### config.mk
export PLATFORM = sky130hd
export DESIGN_NAME = universal_reg_n
export DESIGN_NICKNAME = d
export VERILOG_FILES = /design/src/rtl/universal_reg_n.sv
export SDC_FILE = /design/constraint.sdc
export NUM_CORES = 1
export LEC_CHECK = 0
export CORE_MARGIN = 3
export CORE_UTILIZATION = 56
export CTS_CLUSTER_DIAMETER = 60
export DETAILED_ROUTE_END_ITERATION = 6
export PLACE_DENSITY = 0.94
export SLEW_MARGIN = 20
export SYNTH_ARGS = -nofsm -noshare
export SYNTH_HDL_FRONTEND = slang
export SYNTH_SLANG_ARGS = --single-unit
### constraint.sdc
create_clock -name clk -period 5.33 [get_ports clk]
set_clock_uncertainty 0.2 [all_clocks]
set_input_delay 1.066 -clock clk [delete_from_list [all_inputs] [get_ports clk]]
set_output_delay 1.066 -clock clk [all_outputs]
set_load 0.05 [all_outputs]
### src/rtl/universal_reg_n.sv
// N-bit load/clear register with a multi-cycle shift/rotate/count command port.
// Define UREG_CARRY_EN to add the sticky `carry` output.
module universal_reg_n #(
  parameter int unsigned WIDTH = 8,
  parameter int unsigned AMT_W = 4
) (
  input  logic             clk,
  input  logic             clear,
  input  logic             load,
  input  logic [WIDTH-1:0] i,
  input  logic             start,
  input  logic [2:0]       op,
  input  logic [AMT_W-1:0] amt,
  input  logic             sin,
  output logic [WIDTH-1:0] a,
  output logic             sout,
  output logic             busy,
  output logic             done,
  output logic             zero
`ifdef UREG_CARRY_EN
  ,
  output logic             carry
`endif
);

  typedef enum logic {StIdle, StRun} state_e;
  typedef enum logic [2:0] {
    OpHold = 3'b000,
    OpLoad = 3'b001,
    OpShl  = 3'b010,
    OpShr  = 3'b011,
    OpRol  = 3'b100,
    OpRor  = 3'b101,
    OpInc  = 3'b110,
    OpDec  = 3'b111
  } op_e;

  state_e           r_state;
  op_e              r_op;
  logic [AMT_W-1:0] r_cnt;
  logic [WIDTH-1:0] r_a;
  logic             r_sout;
  logic             r_done;

  logic [WIDTH-1:0] w_step_a;
  logic             w_out_bit;
  logic             w_sout_en;
  logic [AMT_W-1:0] w_count;

  // LOAD always takes exactly one step regardless of amt.
  assign w_count = (op_e'(op) == OpLoad) ? AMT_W'(1) : amt;

  always_comb begin
    w_step_a  = r_a;
    w_out_bit = 1'b0;
    w_sout_en = 1'b0;
    unique case (r_op)
      OpHold: w_step_a = r_a;
      OpLoad: w_step_a = i;
      OpShl: begin
        w_step_a  = {r_a[WIDTH-2:0], sin};
        w_out_bit = r_a[WIDTH-1];
        w_sout_en = 1'b1;
      end
      OpShr: begin
        w_step_a  = {sin, r_a[WIDTH-1:1]};
        w_out_bit = r_a[0];
        w_sout_en = 1'b1;
      end
      OpRol: begin
        w_step_a  = {r_a[WIDTH-2:0], r_a[WIDTH-1]};
        w_out_bit = r_a[WIDTH-1];
        w_sout_en = 1'b1;
      end
      OpRor: begin
        w_step_a  = {r_a[0], r_a[WIDTH-1:1]};
        w_out_bit = r_a[0];
        w_sout_en = 1'b1;
      end
      OpInc: w_step_a = r_a + WIDTH'(1);
      OpDec: w_step_a = r_a - WIDTH'(1);
    endcase
  end

  always_ff @(posedge clk) begin
    if (clear) begin
      r_state <= StIdle;
      r_op    <= OpHold;
      r_cnt   <= '0;
      r_a     <= '0;
      r_sout  <= 1'b0;
      r_done  <= 1'b0;
    end else begin
      r_done <= 1'b0;
      unique case (r_state)
        StIdle: begin
          if (start) begin
            r_op <= op_e'(op);
            if (w_count != '0) begin
              r_state <= StRun;
              r_cnt   <= w_count;
            end else begin
              r_done <= 1'b1;
            end
          end else if (load) begin
            r_a <= i;
          end
        end
        StRun: begin
          r_a   <= w_step_a;
          r_cnt <= r_cnt - AMT_W'(1);
          if (w_sout_en) r_sout <= w_out_bit;
          if (r_cnt == AMT_W'(1)) begin
            r_state <= StIdle;
            r_done  <= 1'b1;
          end
        end
      endcase
    end
  end

`ifdef UREG_CARRY_EN
  logic r_carry;
  logic w_ovf;

  // Sticky: overflow/borrow of INC/DEC and bits lost by SHL/SHR; rotates lose nothing.
  assign w_ovf = ((r_op == OpInc) && (&r_a)) || ((r_op == OpDec) && (~|r_a)) ||
                 (((r_op == OpShl) || (r_op == OpShr)) && w_out_bit);

  always_ff @(posedge clk) begin
    if (clear) begin
      r_carry <= 1'b0;
    end else if (r_state == StIdle && start) begin
      r_carry <= 1'b0;
    end else if (r_state == StRun) begin
      r_carry <= r_carry | w_ovf;
    end
  end

  assign carry = r_carry;
`endif

  assign a    = r_a;
  assign sout = r_sout;
  assign busy = (r_state == StRun);
  assign done = r_done;
  assign zero = (r_a == '0);

endmodule

Word level (Yosys, flattened, before mapping)
Index checks and enable logic that the tools add are counted.
Word-level totals
  memories kept: 0
  memory bits (writable): 0
  flip-flop bits (word level): 18
  input bits: 20
  memory bits (read-only): 0
  word-level logic and storage cells: 52
  bits in latches: 0
Cells by class
  reductions and logical operators: 10
  bitwise gates (word level): 1
  add/sub/neg operators: 3
  shifts and indexed selects: 0
  multiplexer cells: 18
  equality and inequality tests: 14
  $lt $le $gt $ge: 0
  multiply operators: 0
  div/mod/pow operators: 0
Operators with widths (count)
  $pmux 8 s7: 1
  $mux 8: 2
  $pmux 8 s2: 1
  $eq 3x3->1 const B: 4
  $mux 4: 3
  $ne 2x2->1 const B: 5
  $add 8x1->8 const B: 1
  $logic_not 8->1: 1
  $pmux 4 s2: 1
  $sub 8x1->8 const B: 1
  $mux 1: 7
  $eq 3x1->1 const B: 2
  $eq 3x2->1 const B: 2
  $pmux 1 s2: 3
  $reduce_and 2->1: 3
  $eq 4x1->1 const B: 1
  $reduce_bool 4->1: 1
  $reduce_or 2->1: 2
  $reduce_or 4->1: 1
  $sub 4x1->4 const B: 1
  $logic_not 3->1: 1
  $reduce_and 3->1: 1
  $not 1->1: 1

Longest topological paths before layout
Gate-level depths: netlist of the first run.
  word-level depth: 6
  depth in mapped cells: 10
  depth with buffers taken out: 8

Worst setup path before layout of the first run
No wires, ideal clock.
  path kind: reg2out
  start point: reg r_a[4], in the netlist a[4]
  end point: out zero
  data arrival time: 1.445 ns
  setup slack: 2.619 ns
  stages on the path, launching flop included: 4
  data required time: 4.064 ns
  path through: dfxtp_1 > clkbuf_1 > nor4_1 > and3_1
Between the ends
  cells in the longest elaborated chain, start to end: 1
RTL lines
  start, declared: line 41  | logic [WIDTH-1:0] r_a;
  start signal, assigned: line 106  | r_a <= i;
  start signal, assigned: line 110  | r_a <= w_step_a;
  $logic_not 8->1: line 147  | assign zero = (r_a == '0);
  end, declared: line 19  | output logic zero
Every way passes these cells.

Worst setup path in the final report of the first run
Same ends and word-level chain as after synthesis.

==> results of run 1 <==
logic make-up (layout without fill, tap and decap cells):
group | count (synthesis) | count (layout) | share of synthesized area [%]
simple gates | 85 | 85 | 26.7
compound gates | 67 | 67 | 28.5
buf+inv | 25 | 45 | 8.06
flops | 18 | 18 | 21.7
mux | 9 | 9 | 5.57
fa+ha+maj | 7 | 7 | 5.20
xor+xnor | 6 | 6 | 4.29
cell usage in the layout (no fill, tap or decap), types with 5 or more instances in the layout:
master           synthesis  routed
nor2_1                  19      19
inv_1                    8       8
nand2b_1                 8       8
nand2_1                 24      24
clkdlybuf4s50_1          0      31
nand3_1                  5       5
o21ai_1                  5       5
nor3_1                   6       6
o21ai_0                  5       5
a21oi_1                 17      17
ha_1                     6       6
mux2i_1                  7       7
a31oi_1                  5       5
dfxtp_1                 18      18
o211ai_1                 6       6
per-stage QoR:
stage / instance area [um^2] / setup WS [ns] / total power, mW
6_report: 1950 / 2.00 / 0.422
5_1_grt: 1950 / 1.90 / 0.443
4_1_cts: 1950 / 1.99 / 0.423
3_5_place_dp: 1920 / 2.28 / 0.331
3_3_place_gp: 1920 / 2.38 / 0.327
2_1_floorplan: 1660 / 2.62 / 0.283
layer usage:
metal / track usage, % / wire, um / vias to the layer above
met5: 0 / 0 / -
met4: 13.9 / 142 / 0
met3: 4.68 / 215 / 14
met2: 41.4 / 2140 / 59
met1: 30.9 / 1730 / 806
li1: - / - / 840
registers in the layout, summed over array words and instances, names as in the netlist:
name,cells
a,8
busy,1
done,1
r_cnt,4
r_op,3
sout,1
where the power goes:
part,total [mW],switching [mW],internal [mW],leakage [nW]
combinational,0.157,0.0893,0.0682,0.530
sequential,0.172,0.0263,0.146,0.148
clock,0.0925,0.0506,0.0418,0.0210
area by class of cell:
type,instances,area share (%)
sequential,18,18.4
inverter,9,1.73
timing repair buffer,32,16.3
clock buffer,4,1.86
tap,31,1.98
multi-input combinational,174,59.7
worst max-delay path: cells and delay by family, from the launching register on:
kind | cells | cell delay (ns)
buffers and inverters | 1 | 0.79
AND/OR/NAND/NOR | 2 | 0.45
flip-flops | 1 | 0.50
how the worst max path moves through the flow:
stage                            from                end  slack (ns)
floorplan           a[4]$_SDFFE_PP0P_               zero        2.62
global placement                clear  a[4]$_SDFFE_PP0P_        2.38
detailed placement              clear  a[4]$_SDFFE_PP0P_        2.28
CTS                 a[4]$_SDFFE_PP0P_               zero        1.99
global route        a[4]$_SDFFE_PP0P_               zero        1.90
finish              a[4]$_SDFFE_PP0P_               zero        2.00
==> impl_results.md, run 1 <==
* Die width at ~60 um
* CTS Buf Count at 3
* Main synth FF type: dfxtp_1
* Cell taking the most area after synthesis: dfxtp_1
* Unique masters post-synth at 57
* Crit. End Element: output pin
* Worst hold path startpoint: sout$_SDFFE_PP0P_
* # fillers at 228
* Antenna violations before repair at 0
* DIE AREA at 3660 um^2
* Largest cells by area after synthesis: dfxtp_1 (22%), nand2_1 (5.4%), a21oi_1 (5.1%)
* Yosys reg bits at 18
* Hpwl dp at a little over 3000 um
* # rows at 19
* Number of synthesized flops with an enable pin at 0
* Final hold violation count at 0
* Crit-path cells: nor4_1 > and3_1 > clkdlybuf4s50_1
* Post_cts resized at 0
* Avg Inst Size Synth at 7.66 um^2
* Postcts setup bufs at 0
* Synth Warn # at 0
* Worst Tran Pin Value at 0.920 ns
* First-pass GRT wire length at 6990 um
* Multi-input logic area at between 1000 and 1500 um^2
* Most numerous cell in the Yosys netlist: nand2_1
* Final Cycle Share at between 60% and 70%
* Clk slew on worst S/H paths at 0.13 ns
* Failing checks: DRC
* Post-Syn Nets at 243
* Critical Path Max Stage Delay at 0.79 ns
* Antenna Cells at 0
* CTS tree: built
* P per Cell Area at 216 nW/um^2
* Worst path slowest cell: clkdlybuf4s50_1
* Clock sink count at 18
* Async S/R FF share, synth at 0%
* RR Endpoint: a[4]$_SDFFE_PP0P_
* Residual DRC at 2
* Port Buf Inserts at 31
* Initial core utilization at 59.7%
* Post-route ant nets at 0
* Leak pwr at 0.699 nW
* Total GRT Usage at about a quarter
* Synth cell count leaders: nand2_1 (24), nor2_1 (19), dfxtp_1 (18)
* FMAX at approximately 300 MHz
* Post-synth top area share at 21.7%
* Worst-Skew Late Latency at 0.33 ns
* Routed WL at 4230 um
* Max FO, Critical Path at 16
* Slew margin rel. at between 30% and 40%
* CP Class: reg -> out
* Placer Congestion at 0.882
* Max clock buf depth at 2
* Hold Buf Count CTS at 0
* Initial DRT Pass Iterations at 7
* Layout area overhead at 17.6%
* Final cell count without fillers at 268
* Nets at around 260
* Via-per-instance ratio at 6.41
* # setup viols final at 0
* Fin crit period at 3.33 ns
* Ports at 32
* Setup TNS at 0 ns
* Cell area after synthesis at 1660 um^2
* Final Max Slew Viols at 0
* Core Footprint at 2780 um^2
* R2R cell count at 8
* Worst min path class: reg -> reg
* Final core utilization at a little over two thirds
* Status: finished, violations left
* Chip height at 60.5 um
* Vias in the first global route at 1573
* Sequential standard cell area at 360 um^2
* DR vias at 1719
* Maximum vdd drop at 214 uV
* Worst reg-to-reg setup slack at 2.31 ns
* Hold path cells at 2
* Hold path endpoint: sout$_SDFFE_PP0P_
* RSZ-0062 raised after global routing: no
* Cells after DPL at 264
* Worst EP required at 4.06 ns
* Worst setup SP type: flop
* Critical Path AT at slightly above 2 ns
* Share of layout cells above drive strength 1 at under 10%
* Start of the worst register-to-register path: r_op[0]$_SDFFE_PP0P_
* First-iteration detailed-routing DRC count at 124
* Max_cap viols at 0
* CTS root buffer: clkbuf_4
* WL/cell at 15.8 um
* Final hold slack at 0.332 ns
* Cells after Synth at 217
* Largest net degree at the start of global routing at 32
* H-tree levels at 1
* Total grt overflow at 0
* Register area share after synthesis at 21.7%
Note: power is estimated with default switching activity, not from simulation.
==> run 2: changes to the inputs <==
Settings changed: CORE_UTILIZATION 56 to 52, PLACE_DENSITY 0.94 to 0.89.
Clock period 5.33 ns to 3.2 ns, I/O delays scaled along.
==> run 2 against run 1 <==
  * The flow now finishes without violations
  * Critical path depth unchanged
  * Non-clock buffer count grew 4
  * Worst setup slack worse by 1.7 ns
  * Cell count increased by 5.6%
  * Sequential share of layout area is 0.40 points lower
  * Final area is 2.2% higher
  * Utilization is 1.4 points lower
  * Sequential cell count did not move
  * Critical endpoint unchanged
  * Highest routed layer unchanged
==> impl_results.md, run 2 (synthesized netlist as in run 1, its figures left out) <==
* Port Buf Inserts at 31
* Start of the worst register-to-register path: r_op[0]$_SDFFE_PP0P_
* # setup viols final at 0
* Number of flip-flops in the largest register at 8
* CTS Buf Count at 3
* Slew margin rel. at 63.4%
* DIE AREA at 3910 um^2
* Routed WL at around 4200 um
* Power, Total at 0.701 mW
* Final Cycle Share at about nine tenths
* Max_cap viols at 0
* Total GRT Usage at 21.6%
* Initial DRT Pass Iterations at 5
* RSZ-0062 raised after global routing: no
* Ports at 32
* CP Class: reg -> out
* Postcts setup bufs at 0
* Leak pwr at 0.720 nW
* Post-route ant nets at 0
* Share of layout cells above drive strength 1 at 8.30%
* Chip height at around 63 um
* Antenna Cells at 0
* Post_cts resized at 0
* Nets at 268
* Worst hold path startpoint: r_cnt[2]$_SDFFE_PP0P_
* Core Footprint at between 2000 and 3000 um^2
* WL/cell at between 10 and 15 um
* Antenna violations before repair at 0
* Hold path endpoint: r_cnt[2]$_SDFFE_PP0P_
* Die width at 62.5 um
* Largest net degree at the start of global routing at 31
* First-pass GRT wire length at 7140 um
* CTS root buffer: clkbuf_4
* Initial core utilization at 57.3%
* Hold path cells at 2
* DR vias at 1752
* Max clock buf depth at 2
* Worst min path class: reg -> reg
* Status: finished, final reports clean
* Max FO, Critical Path at 10
* Clk slew on worst S/H paths at 0.11 ns
* Worst reg-to-reg setup slack at 0.83 ns
* Final hold violation count at 0
* Maximum vdd drop at around 220 uV
* Via-per-instance ratio at 6.19
* Total grt overflow at 0
* Worst EP required at 2.36 ns
* First-iteration detailed-routing DRC count at 141
* H-tree levels at 1
* Most frequent cells in the layout: clkdlybuf4s50_1 (31), nand2_1 (24), nor2_1 (19), dfxtp_1 (18), a21oi_1 (17)
* Vias in the first global route at 1546
* Placer Congestion at just over 0.9
* Most common cell after layout, fill and taps aside: clkdlybuf4s50_1
* RR Endpoint: a[4]$_SDFFE_PP0P_
* Layout area overhead at 20.3%
* Fin crit period at 2.89 ns
* FMAX at 346 MHz
* R2R cell count at 8
* CTS tree: built
* Worst-Skew Late Latency at approximately 0.30 ns
* Crit. End Element: output pin
* Residual DRC at 0
* Clock sink count at 18
* Final Max Slew Viols at 0
* Worst Tran Pin Value at 0.545 ns
* Critical Path AT at 2.05 ns
* Hold Buf Count CTS at 0
* # rows at 19
* P per Cell Area at 351 nW/um^2
* Hpwl dp at 3060 um
* Worst setup SP type: flop
* Setup TNS at 0 ns
==> run 2: cell types whose count changed in the layout (fill, tap and decap cells not counted) <==
cell   before  now
buf_4       1    5
==> run 2: power by group <==
| group | switching (mW) | total [mW] | internal, mW |
|---|---|---|---|
| Combinational | 0.162 | 0.279 | 0.116 |
| Sequential | 0.0306 | 0.274 | 0.243 |
| Clock | 0.0788 | 0.148 | 0.0695 |
==> run 2: cell type report <==
type | instances | area, um^2
Multi-Input combinational cell | 174 | 1170
Fill cell | 252 | 902
Sequential cell | 18 | 360
Timing Repair Buffer | 36 | 348
Tap cell | 42 | 52.6
Clock buffer | 4 | 36.3
Inverter | 9 | 33.8
==> run 2: metrics by stage <==
stage / setup WS, ns / instance area [um^2] / util [%] / cells / hold slack, ns
finish: 0.312 / 2000 / 68.9 / 283 / 0.329
global route: 0.247 / 2000 / 68.9 / 283 / 0.382
CTS: 0.347 / 2000 / 68.9 / 283 / 0.327
detailed placement: 0.693 / 1960 / 67.6 / 279 / 0.309
global placement: 0.708 / 1960 / 67.6 / 279 / 0.303
floorplan: 0.815 / 1660 / - / 217 / 0.280
==> run 2: how the worst max path moves through the flow <==
stage	start	to	slack [ns]
CTS	a[4]$_SDFFE_PP0P_	zero	0.35
finish	a[1]$_SDFFE_PP0P_	zero	0.31
detailed placement	a[4]$_SDFFE_PP0P_	zero	0.69
floorplan	a[1]$_SDFFE_PP0P_	a[4]$_SDFFE_PP0P_	0.82
global placement	a[4]$_SDFFE_PP0P_	zero	0.71
global route	a[4]$_SDFFE_PP0P_	zero	0.25
==> run 2: per-layer routing <==
| metal | GRT usage [%] | vias up | wire (um) |
|---|---|---|---|
| met1 | 31.7 | 804 | 1930 |
| met3 | 2.88 | 4 | 325 |
| met4 | 4.41 | 0 | 38 |
| met5 | 0 | - | 0 |
| li1 | - | 855 | - |
| met2 | 33.7 | 89 | 1910 |
==> run 2: critical path: stages, from the launching register on <==
cell             delay, ns
dfxtp_1               0.43
nor2_1                0.31
and3_1                0.21
clkdlybuf4s50_1       0.79
